## src/rtl/obstacle_control_pkg.sv

```systemverilog
// Shared types and select codes for the bouncing-ball obstacle controller.
package obstacle_control_pkg;

    // Controller states; 4-bit encoding leaves room for growth.
    typedef enum logic [3:0] {
        S_INIT    = 4'd0,
        S_DRAW    = 4'd1,
        S_WAIT    = 4'd2,
        S_ERASE   = 4'd3,
        S_PROBE_Y = 4'd4,
        S_TEST_Y  = 4'd5,
        S_PROBE_X = 4'd6,
        S_TEST_X  = 4'd7,
        S_MOVE    = 4'd8
    } state_e;

    // Obstacle probe select: which neighbour pixel the datapath addresses.
    localparam logic [1:0] PROBE_UP    = 2'd0;
    localparam logic [1:0] PROBE_DOWN  = 2'd1;
    localparam logic [1:0] PROBE_LEFT  = 2'd2;
    localparam logic [1:0] PROBE_RIGHT = 2'd3;

    // Position register select.
    localparam logic [1:0] POS_LOAD = 2'd0;
    localparam logic [1:0] POS_DEC  = 2'd1;
    localparam logic [1:0] POS_INC  = 2'd2;

    // Direction register select.
    localparam logic DIR_LOAD   = 1'b0;
    localparam logic DIR_TOGGLE = 1'b1;

    // Timer select.
    localparam logic TMR_CLR = 1'b0;
    localparam logic TMR_INC = 1'b1;

    // Plot colour.
    localparam logic COLOR_BLACK = 1'b0;
    localparam logic COLOR_GREEN = 1'b1;

    // Probe the pixel ahead of travel on the chosen axis.
    function automatic logic [1:0] probe_sel(input logic y_axis, input logic dir);
        if (y_axis) begin
            return dir ? PROBE_DOWN : PROBE_UP;
        end
        return dir ? PROBE_RIGHT : PROBE_LEFT;
    endfunction

    // Step a position register one pixel in the travel direction.
    function automatic logic [1:0] step_sel(input logic dir);
        return dir ? POS_INC : POS_DEC;
    endfunction

endpackage

```

## src/rtl/obstacle_control_if.sv

```systemverilog
// Controller <-> datapath bundle for the bouncing-ball obstacle game.
//
// Signalling: there is no valid/ready back-pressure on this bundle. Every
// en_* and its s_* select are sampled by the datapath on the next rising
// edge. plot is a one-cycle write strobe that the VGA side must accept in
// the cycle it is high, using the current xpos/ypos and s_color. obstacle
// is valid OBS_LAT cycles after s_obs_xy and the position have settled.
interface obstacle_control_if #(
    parameter int CNT_W = 16
);
    // datapath -> controller
    logic             xdir;
    logic             ydir;
    logic             timer_done;
    logic             obstacle;
    // controller -> datapath / VGA
    logic             en_xpos;
    logic             en_ypos;
    logic             en_xdir;
    logic             en_ydir;
    logic             en_timer;
    logic [1:0]       s_xpos;
    logic [1:0]       s_ypos;
    logic             s_xdir;
    logic             s_ydir;
    logic             s_timer;
    logic             s_color;
    logic [1:0]       s_obs_xy;
    logic             plot;
    logic [CNT_W-1:0] bounces;

    modport master (
        input  xdir, ydir, timer_done, obstacle,
        output en_xpos, en_ypos, en_xdir, en_ydir, en_timer,
        output s_xpos, s_ypos, s_xdir, s_ydir, s_timer, s_color, s_obs_xy,
        output plot, bounces
    );

    modport slave (
        output xdir, ydir, timer_done, obstacle,
        input  en_xpos, en_ypos, en_xdir, en_ydir, en_timer,
        input  s_xpos, s_ypos, s_xdir, s_ydir, s_timer, s_color, s_obs_xy,
        input  plot, bounces
    );
endinterface

```

## src/rtl/obstacle_control.sv

```systemverilog
// Moore controller for the bouncing-ball datapath: draw, wait on the pace
// timer, erase, probe the obstacle RAM ahead of travel on each axis,
// reflect on a hit, then step the ball diagonally.
module obstacle_control
    import obstacle_control_pkg::*;
#(
    parameter int OBS_LAT = 1,
    parameter int CNT_W   = 16
) (
    input  logic               clk,
    input  logic               reset,
    input  logic               run,
    obstacle_control_if.master bus,
    output state_e             dbg_state_o
);

    localparam int               LAT_W    = (OBS_LAT > 1) ? $clog2(OBS_LAT) : 1;
    localparam logic [LAT_W-1:0] LAT_LAST = LAT_W'(OBS_LAT - 1);

    state_e           state_q, state_d;
    logic [LAT_W-1:0] lat_q, lat_d;
    logic [CNT_W-1:0] bounces_q, bounces_d;
    logic             hit;

    logic             en_xpos, en_ypos, en_xdir, en_ydir, en_timer;
    logic [1:0]       s_xpos, s_ypos, s_obs_xy;
    logic             s_xdir, s_ydir, s_timer, s_color, plot;

    // State, probe-latency and bounce registers; reset lands in S_INIT.
    always_ff @(posedge clk or posedge reset) begin
        if (reset) begin
            state_q   <= S_INIT;
            lat_q     <= '0;
            bounces_q <= '0;
        end else begin
            state_q   <= state_d;
            lat_q     <= lat_d;
            bounces_q <= bounces_d;
        end
    end

    // Next-state sequencing; probe states dwell OBS_LAT cycles for the RAM read.
    always_comb begin
        state_d = state_q;
        lat_d   = '0;
        case (state_q)
            S_INIT:  state_d = S_DRAW;
            S_DRAW:  state_d = S_WAIT;
            // timer_done wins even when run is low.
            S_WAIT:  if (bus.timer_done) state_d = S_ERASE;
            S_ERASE: state_d = S_PROBE_Y;
            S_PROBE_Y: begin
                if (lat_q == LAT_LAST) state_d = S_TEST_Y;
                else                   lat_d   = lat_q + LAT_W'(1);
            end
            S_TEST_Y: state_d = S_PROBE_X;
            S_PROBE_X: begin
                if (lat_q == LAT_LAST) state_d = S_TEST_X;
                else                   lat_d   = lat_q + LAT_W'(1);
            end
            S_TEST_X: state_d = S_MOVE;
            S_MOVE:   state_d = S_DRAW;
            default:  state_d = S_INIT;
        endcase
    end

    // Count every reflection; wraps silently at the counter width.
    always_comb begin
        hit       = ((state_q == S_TEST_Y) || (state_q == S_TEST_X)) && bus.obstacle;
        bounces_d = hit ? bounces_q + CNT_W'(1) : bounces_q;
    end

    // Output decode from state; only the dir enables in TEST states follow obstacle.
    always_comb begin
        en_xpos  = 1'b0;
        en_ypos  = 1'b0;
        en_xdir  = 1'b0;
        en_ydir  = 1'b0;
        en_timer = 1'b0;
        s_xpos   = POS_LOAD;
        s_ypos   = POS_LOAD;
        s_xdir   = DIR_LOAD;
        s_ydir   = DIR_LOAD;
        s_timer  = TMR_CLR;
        s_color  = COLOR_BLACK;
        s_obs_xy = PROBE_UP;
        plot     = 1'b0;
        case (state_q)
            S_INIT: begin
                // Selects stay at their load/clear defaults.
                en_xpos  = 1'b1;
                en_ypos  = 1'b1;
                en_xdir  = 1'b1;
                en_ydir  = 1'b1;
                en_timer = 1'b1;
            end
            S_DRAW: begin
                s_color = COLOR_GREEN;
                plot    = 1'b1;
            end
            S_WAIT: begin
                s_timer  = TMR_INC;
                en_timer = run;
            end
            S_ERASE: begin
                s_color  = COLOR_BLACK;
                plot     = 1'b1;
                en_timer = 1'b1;
                s_timer  = TMR_CLR;
            end
            S_PROBE_Y: s_obs_xy = probe_sel(1'b1, bus.ydir);
            S_TEST_Y: begin
                s_obs_xy = probe_sel(1'b1, bus.ydir);
                s_ydir   = DIR_TOGGLE;
                en_ydir  = bus.obstacle;
            end
            S_PROBE_X: s_obs_xy = probe_sel(1'b0, bus.xdir);
            S_TEST_X: begin
                s_obs_xy = probe_sel(1'b0, bus.xdir);
                s_xdir   = DIR_TOGGLE;
                en_xdir  = bus.obstacle;
            end
            S_MOVE: begin
                // Directions have already absorbed any reflection.
                en_xpos = 1'b1;
                en_ypos = 1'b1;
                s_xpos  = step_sel(bus.xdir);
                s_ypos  = step_sel(bus.ydir);
            end
            default: ;
        endcase
    end

    assign bus.en_xpos  = en_xpos;
    assign bus.en_ypos  = en_ypos;
    assign bus.en_xdir  = en_xdir;
    assign bus.en_ydir  = en_ydir;
    assign bus.en_timer = en_timer;
    assign bus.s_xpos   = s_xpos;
    assign bus.s_ypos   = s_ypos;
    assign bus.s_xdir   = s_xdir;
    assign bus.s_ydir   = s_ydir;
    assign bus.s_timer  = s_timer;
    assign bus.s_color  = s_color;
    assign bus.s_obs_xy = s_obs_xy;
    assign bus.plot     = plot;
    assign bus.bounces  = bounces_q;
    assign dbg_state_o  = state_q;

endmodule

```

## src/flat_wrapper.sv

```systemverilog
// flat-port wrapper written by rule: the top's interface ports become plain ports
module obstacle_control_flat import obstacle_control_pkg::*;
#(
    parameter int OBS_LAT = 1,
    parameter int CNT_W   = 16
)
  (clk, reset, run, dbg_state_o, bus_xdir, bus_ydir, bus_timer_done, bus_obstacle, bus_en_xpos, bus_en_ypos, bus_en_xdir, bus_en_ydir, bus_en_timer, bus_s_xpos, bus_s_ypos, bus_s_xdir, bus_s_ydir, bus_s_timer, bus_s_color, bus_s_obs_xy, bus_plot, bus_bounces);
  obstacle_control_if #(.CNT_W(CNT_W)) bus_i ();
  input  logic clk;
  input  logic reset;
  input  logic run;
  output state_e dbg_state_o;
  input wire logic [$bits(bus_i.xdir)-1:0] bus_xdir;
  input wire logic [$bits(bus_i.ydir)-1:0] bus_ydir;
  input wire logic [$bits(bus_i.timer_done)-1:0] bus_timer_done;
  input wire logic [$bits(bus_i.obstacle)-1:0] bus_obstacle;
  output wire logic [$bits(bus_i.en_xpos)-1:0] bus_en_xpos;
  output wire logic [$bits(bus_i.en_ypos)-1:0] bus_en_ypos;
  output wire logic [$bits(bus_i.en_xdir)-1:0] bus_en_xdir;
  output wire logic [$bits(bus_i.en_ydir)-1:0] bus_en_ydir;
  output wire logic [$bits(bus_i.en_timer)-1:0] bus_en_timer;
  output wire logic [$bits(bus_i.s_xpos)-1:0] bus_s_xpos;
  output wire logic [$bits(bus_i.s_ypos)-1:0] bus_s_ypos;
  output wire logic [$bits(bus_i.s_xdir)-1:0] bus_s_xdir;
  output wire logic [$bits(bus_i.s_ydir)-1:0] bus_s_ydir;
  output wire logic [$bits(bus_i.s_timer)-1:0] bus_s_timer;
  output wire logic [$bits(bus_i.s_color)-1:0] bus_s_color;
  output wire logic [$bits(bus_i.s_obs_xy)-1:0] bus_s_obs_xy;
  output wire logic [$bits(bus_i.plot)-1:0] bus_plot;
  output wire logic [$bits(bus_i.bounces)-1:0] bus_bounces;
  assign bus_i.xdir = bus_xdir;
  assign bus_i.ydir = bus_ydir;
  assign bus_i.timer_done = bus_timer_done;
  assign bus_i.obstacle = bus_obstacle;
  assign bus_en_xpos = bus_i.en_xpos;
  assign bus_en_ypos = bus_i.en_ypos;
  assign bus_en_xdir = bus_i.en_xdir;
  assign bus_en_ydir = bus_i.en_ydir;
  assign bus_en_timer = bus_i.en_timer;
  assign bus_s_xpos = bus_i.s_xpos;
  assign bus_s_ypos = bus_i.s_ypos;
  assign bus_s_xdir = bus_i.s_xdir;
  assign bus_s_ydir = bus_i.s_ydir;
  assign bus_s_timer = bus_i.s_timer;
  assign bus_s_color = bus_i.s_color;
  assign bus_s_obs_xy = bus_i.s_obs_xy;
  assign bus_plot = bus_i.plot;
  assign bus_bounces = bus_i.bounces;
  obstacle_control #(.OBS_LAT(OBS_LAT), .CNT_W(CNT_W)) u_core (.clk(clk), .reset(reset), .run(run), .bus(bus_i), .dbg_state_o(dbg_state_o));
endmodule
```

## config.mk

```make
export PLATFORM = sky130hd
export DESIGN_NAME = obstacle_control_flat
export DESIGN_NICKNAME = d
export VERILOG_FILES = /design/src/rtl/obstacle_control_pkg.sv /design/src/rtl/obstacle_control_if.sv /design/src/rtl/obstacle_control.sv /design/src/flat_wrapper.sv
export SDC_FILE = /design/constraint.sdc
export NUM_CORES = 1
export LEC_CHECK = 0
export ABC_CLOCK_PERIOD_IN_PS = 1400
export BUFFER_PORTS_ARGS = -buffer_cell sky130_fd_sc_hd__buf_2
export CAP_MARGIN = 20
export CORE_MARGIN = 3
export CORE_UTILIZATION = 24
export DETAILED_ROUTE_END_ITERATION = 8
export PLACE_DENSITY = 0.58
export SLEW_MARGIN = 20
export SYNTH_ARGS = -nofsm -noshare
export SYNTH_HDL_FRONTEND = slang
export SYNTH_SLANG_ARGS = --single-unit
```

## constraint.sdc

```tcl
create_clock -name clk -period 1.4 [get_ports clk]
set_input_delay 0.14 -clock clk [delete_from_list [all_inputs] [get_ports clk]]
set_output_delay 0.14 -clock clk [all_outputs]
set_load 0.05 [all_outputs]
```

; ---- Word-level counts from Yosys, hierarchy flattened
; Index checks and enable logic that the tools add are counted.
[totals]
inputBits = 7
output_inout_bits = 36
reg_bits = 21
wordCells = 52
[op_classes]
add_sub_neg = 2
eq_ne = 11
n_reduce_logical = 9
muxes = 27
[op_table]
columns = operator, count
row1 = one-hot mux 4 bit (8 select lines), 1
row2 = adder 16 x 1 -> 16 bit (second input constant), 1
row3 = equality test 4 x 3 -> 1 bit (second input constant), 4
row4 = two-way mux 1 bit, 13
row5 = two-way mux 2 bit, 6
row6 = two-way mux 4 bit, 3
row7 = OR reduction 2 bit, 5
row8 = equality test 4 x 2 -> 1 bit (second input constant), 2
row9 = != test 2 bit (second input constant), 3
row10 = one-hot mux 1 bit (2 select lines), 3
row11 = one-hot mux 2 bit (3 select lines), 1
row12 = equality test 4 x 1 -> 1 bit (second input constant), 1
row13 = equality test 4 bit (second input constant), 1
row14 = logical NOT 4 bit, 1
row15 = AND reduction 3 bit, 1
row16 = adder 1 bit (second input constant), 1
row17 = logical AND 1 bit, 1
row18 = logical OR 1 bit, 1

; ---- Logic depth before layout (Yosys ltp)
[logic_depth]
depth_word = 4
depth_mapped = 6
ltp_nobuf = 4

; ---- Worst setup path before layout
; OpenSTA, ideal clock, no wires.
[synth_timing]
kind = reg-to-output
startpoint = reg u_core.state_q[0] (netlist: u_core.dbg_state_o[0])
endpoint = out bus_en_timer
slack_ns = -2.189
t_required_ns = 1.260
arrival_time_ns = 3.449
path_stages_with_launch = 4
cell_sequence = dfrtp_1 -> buf_2 -> nor3_1 -> a2111oi_0
[synth_between]
elab_chain_cells = 3
[synth_rtl]
columns = element, line
row1 = from (decl), obstacle_control.sv:20  ; state_e state_q, state_d;
row2 = from (signal assigned), obstacle_control.sv:36  ; state_q <= state_d;
row3 = equality test 4 x 2 -> 1 bit / logical NOT 4 bit (equally long branches), obstacle_control.sv:88  ; case (state_q)
row4 = OR reduction 2 bit (no source line), -
row5 = one-hot mux 1 bit (2 select lines) *, obstacle_control.sv:88
row6 = to (decl), flat_wrapper.sv:21  ; output wire logic [$bits(bus_i.en_timer)-1:0] bus_en_timer;
; Every way passes the cells marked *; elsewhere a longest branch is shown, timed or not.

; ---- Final worst setup path
[layout_timing]
startpoint = reg u_core.state_q[0] (netlist: u_core.dbg_state_o[0])
endpoint = out bus_s_xpos[0]
[layout_between]
elab_chain_cells = 2
[layout_rtl]
columns = element, line
row1 = equality test 4 bit, obstacle_control.sv:88
row2 = two-way mux 2 bit, obstacle_control.sv:88
row3 = to (decl), flat_wrapper.sv:22  ; output wire logic [$bits(bus_i.s_xpos)-1:0] bus_s_xpos;
; Every way passes these cells.

==> flow_summary_export.csv <==
group,metric,value,unit
routing,detail_route.drc_violations,0,
timing,worst_slew_pin_slew,292,ps
grt,grt.overflow.total,0,
place,placement.setup.worst_slack,-63.0,ps
critical_path,worst-r2r-cell-count,5,
timing,post-route-min-period,1600,ps
critical_path,critPathLaunchType,"flip-flop",
routing,post_route_ant_nets,0,
routing,avg_vias_per_cell,4.65,
cts,cts_max_level,1,
power,p_per_area,2320,mW/mm²
grt,grt_use_total,12.0,%
critical_path,criticalPathCategory,"flip-flop to output port",
place,portbufs,42,
timing,unrepaired_setup_endpoints_after_global_routing,"true",
critical_path,timing.critical_path.to_type,"output port",
floorplan,placementRows,23,
logic_synthesis,syn_inst,104,
grt,first_global_vias,1089,
place,place.gp.congestion,0.714,
routing,routed_wirelength,3030,µm
place,placed_area,0.00162,mm²
grt,grt_max_degree,21,
timing,max-slew-margin-rel,80.6,%
logic_synthesis,synth-seq-area-share,47.2,%
timing,timing.final.crit_share,114,%
timing,layout_setup_ws,-201,ps
layout,layout-area-overhead-vs-synth,92.3,%
timing,finalHoldViolCount,0,
timing,setup_total_negative_slack,-2360,ps
min_path,hold_depth,4,
cts,cts_buffers,3,
layout,insertedDiodeCount,0,
logic_synthesis,yosys_top_cell_area_share,47.2,%
cts,worst_skew_pair.late_latency,250,ps
power,irDropWorstVdd,2020,µV
cts,cts_tree,"built",
timing,skew,1.89,ps
floorplan,floorplan.core_area,0.00414,mm²
logic_synthesis,synth_seq_cells,20,
flow_run,max-cap-violations,0,
layout,fin_area,0.00204,mm²
timing,final-max-slew-violation-count,0,
routing,vias,1038,
logic_synthesis,yosysWarnings,0,
critical_path,required,1260,ps
timing,final-setup-viol-count,25,
layout,layout-drive-gt1-share,69.4,%
logic_synthesis,async_reset_ff_share,100,%
cts,clockBufferDepth,2,
outcome,status,"finished with violations",
power,p_leak,0.982,nW
routing,drt_iter0_drc,38,
cts,clock_tree.root_cell,"sky130_fd_sc_hd__clkbuf_8",
logic_synthesis,synth_area_per_cell,10.2,µm²
layout,finalNetCount,182,
logic_synthesis,yosys-top-cells-area,"sky130_fd_sc_hd__dfrtp_1 47%, sky130_fd_sc_hd__xnor2_1 11%, sky130_fd_sc_hd__and3_1 4.7%",
cts,cts.reportedPaths.clkPinSlew,70,ps
logic_synthesis,mappedNetlistArea,0.00106,mm²
logic_synthesis,synth_nets,112,
logic_synthesis,synth_top_cell_by_area,"sky130_fd_sc_hd__dfrtp_1",
outcome,failed_checks,"setup timing",
critical_path,worstPathArrival,1460,ps
logic_synthesis,dominantRegCellSynth,"sky130_fd_sc_hd__dfrtp_1",
logic_synthesis,synth_enable_flop_cells,0,
floorplan,design.portCount,43,
floorplan,start_util,25.6,%
floorplan,die_width,72.5,µm
floorplan,die_area,0.00525,mm²
grt,antenna_found_initial,0,
min_path,hp-class,"input pin to flip-flop",
routing,dr.pass1.iters,3,
cts,cts.sinks,20,
floorplan,dieHeight,72.5,µm
timing,fmax,625,MHz
place,post-dp-hpwl,2020,µm
logic_synthesis,post_synth_num_cell_types,31,
routing,avgRoutedWirePerCell,13.6,µm
grt,first_pass_grt_wire_length,5040,µm
critical_path,worst-path-max-fanout,7,
## final cells by class
type	instances	area [µm²]
clock buffers	4	55.1
fillers	395	2100
inverters	3	11.3
multi-input cells	74	718
flip-flops and latches	20	513
well taps	50	62.6
repair buffers	72	681
## stage by stage
step / power, W / cells / hold WS, ps / util, %
3_3_place_gp: 0.00346 / 206 / 176 / 39.2
4_1_cts: 0.00463 / 217 / 263 / 46.8
5_1_grt: 0.00498 / 223 / 298 / 49.2
3_5_place_dp: 0.00349 / 206 / 184 / 39.2
2_1_floorplan: 0.00286 / 104 / 103 / -
6_report: 0.00474 / 223 / 288 / 49.2
## cell families after synthesis
kind of cell / count (synthesis) / synth area share [%]
AND/OR/NAND/NOR: 51 / 28.4
flip-flops: 20 / 47.2
XOR/XNOR: 17 / 14.7
buffers and inverters: 10 / 4.72
AO/OA/AOI/OAI: 4 / 2.83
multiplexers: 1 / 0.943
adder cells (fa/ha/maj): 1 / 1.18
## cells in the mapped netlist, types with 2 or more instances
| cell type | n |
|---|---|
| sky130_fd_sc_hd__dfrtp_1 | 20 |
| sky130_fd_sc_hd__xnor2_1 | 13 |
| sky130_fd_sc_hd__nand2_1 | 10 |
| sky130_fd_sc_hd__and3_1 | 8 |
| sky130_fd_sc_hd__nor2_1 | 7 |
| sky130_fd_sc_hd__nand3_1 | 4 |
| sky130_fd_sc_hd__nand4_1 | 4 |
| sky130_fd_sc_hd__nor3_1 | 4 |
| sky130_fd_sc_hd__and4_1 | 3 |
| sky130_fd_sc_hd__buf_4 | 3 |
| sky130_fd_sc_hd__clkbuf_1 | 3 |
| sky130_fd_sc_hd__inv_1 | 3 |
| sky130_fd_sc_hd__xor2_1 | 3 |
| sky130_fd_sc_hd__nor3b_1 | 2 |
## cells in the final DEF, fill, tap and decap left out, types with 2 or more instances in the layout
| master | instances |
|---|---|
| sky130_fd_sc_hd__nor2_4 | 4 |
| sky130_fd_sc_hd__buf_6 | 20 |
| sky130_fd_sc_hd__and3_4 | 2 |
| sky130_fd_sc_hd__buf_8 | 9 |
| sky130_fd_sc_hd__and4_1 | 2 |
| sky130_fd_sc_hd__xnor2_1 | 12 |
| sky130_fd_sc_hd__xor2_1 | 3 |
| sky130_fd_sc_hd__buf_4 | 14 |
| sky130_fd_sc_hd__inv_2 | 2 |
| sky130_fd_sc_hd__nor2_1 | 4 |
| sky130_fd_sc_hd__nor3b_4 | 2 |
| sky130_fd_sc_hd__nand3_2 | 5 |
| sky130_fd_sc_hd__nand2_2 | 3 |
| sky130_fd_sc_hd__dfrtp_2 | 10 |
| sky130_fd_sc_hd__buf_2 | 24 |
| sky130_fd_sc_hd__and3_1 | 3 |
| sky130_fd_sc_hd__dfrtp_1 | 10 |
| sky130_fd_sc_hd__buf_12 | 3 |
| sky130_fd_sc_hd__clkbuf_8 | 4 |
| sky130_fd_sc_hd__xnor2_2 | 2 |
| sky130_fd_sc_hd__nand4_1 | 4 |
| sky130_fd_sc_hd__and3_2 | 3 |
| sky130_fd_sc_hd__nand2_1 | 6 |
| sky130_fd_sc_hd__nor3_4 | 3 |
## registers in the layout, summed over array words and instances, names as in the netlist
register,flops
u_core.dbg_state_o,4
u_core.bus.bounces,16
## power by group
part,switching (W),internal [W],total (W)
Sequential,0.000190,0.000702,0.000892
Clock,0.000183,0.000250,0.000433
Combinational,0.00191,0.00151,0.00342
Total,0.00228,0.00246,0.00474
## critical path, stage by stage (launching register included)
cell	delay [ps]
sky130_fd_sc_hd__dfrtp_2	480
sky130_fd_sc_hd__nor3_4	300
sky130_fd_sc_hd__nand2_2	140
sky130_fd_sc_hd__nor2_4	120
sky130_fd_sc_hd__buf_6	160
## worst paths after layout
path                            slack (ps)                         startpoint                                 end
worst max-delay path                  -200  u_core.dbg_state_o[0]$_DFFE_PP0P_                       bus_s_xpos[0]
worst min-delay path                   290                     bus_timer_done   u_core.dbg_state_o[0]$_DFFE_PP0P_
worst max register to register         -70  u_core.dbg_state_o[3]$_DFFE_PP0P_  u_core.bus.bounces[12]$_DFFE_PP0P_
worst min register to register         470  u_core.bus.bounces[7]$_DFFE_PP0P_   u_core.bus.bounces[7]$_DFFE_PP0P_
max in group asynchronous              730                              reset   u_core.bus.bounces[7]$_DFFE_PP0P_
min in group asynchronous              440                              reset  u_core.bus.bounces[15]$_DFFE_PP0P_
## layer usage
layer	up-vias	track usage [%]	share of wire (%)
met5	-	0	0
met4	0	1.23	0.43
met3	2	4.43	7.8
met2	37	22.4	52
met1	504	13.2	39
li1	495	-	-
## what timing repair did
item	in CTS	in global routing
hold buffers	1	0
pin swaps	13	7
resized for setup	61	11
setup buffers	7	6
setup endpoints to repair	22	29
endpoints found under the hold margin	20	0
gates cloned	0	1
No activity file was read; power rests on OpenSTA's default activity.
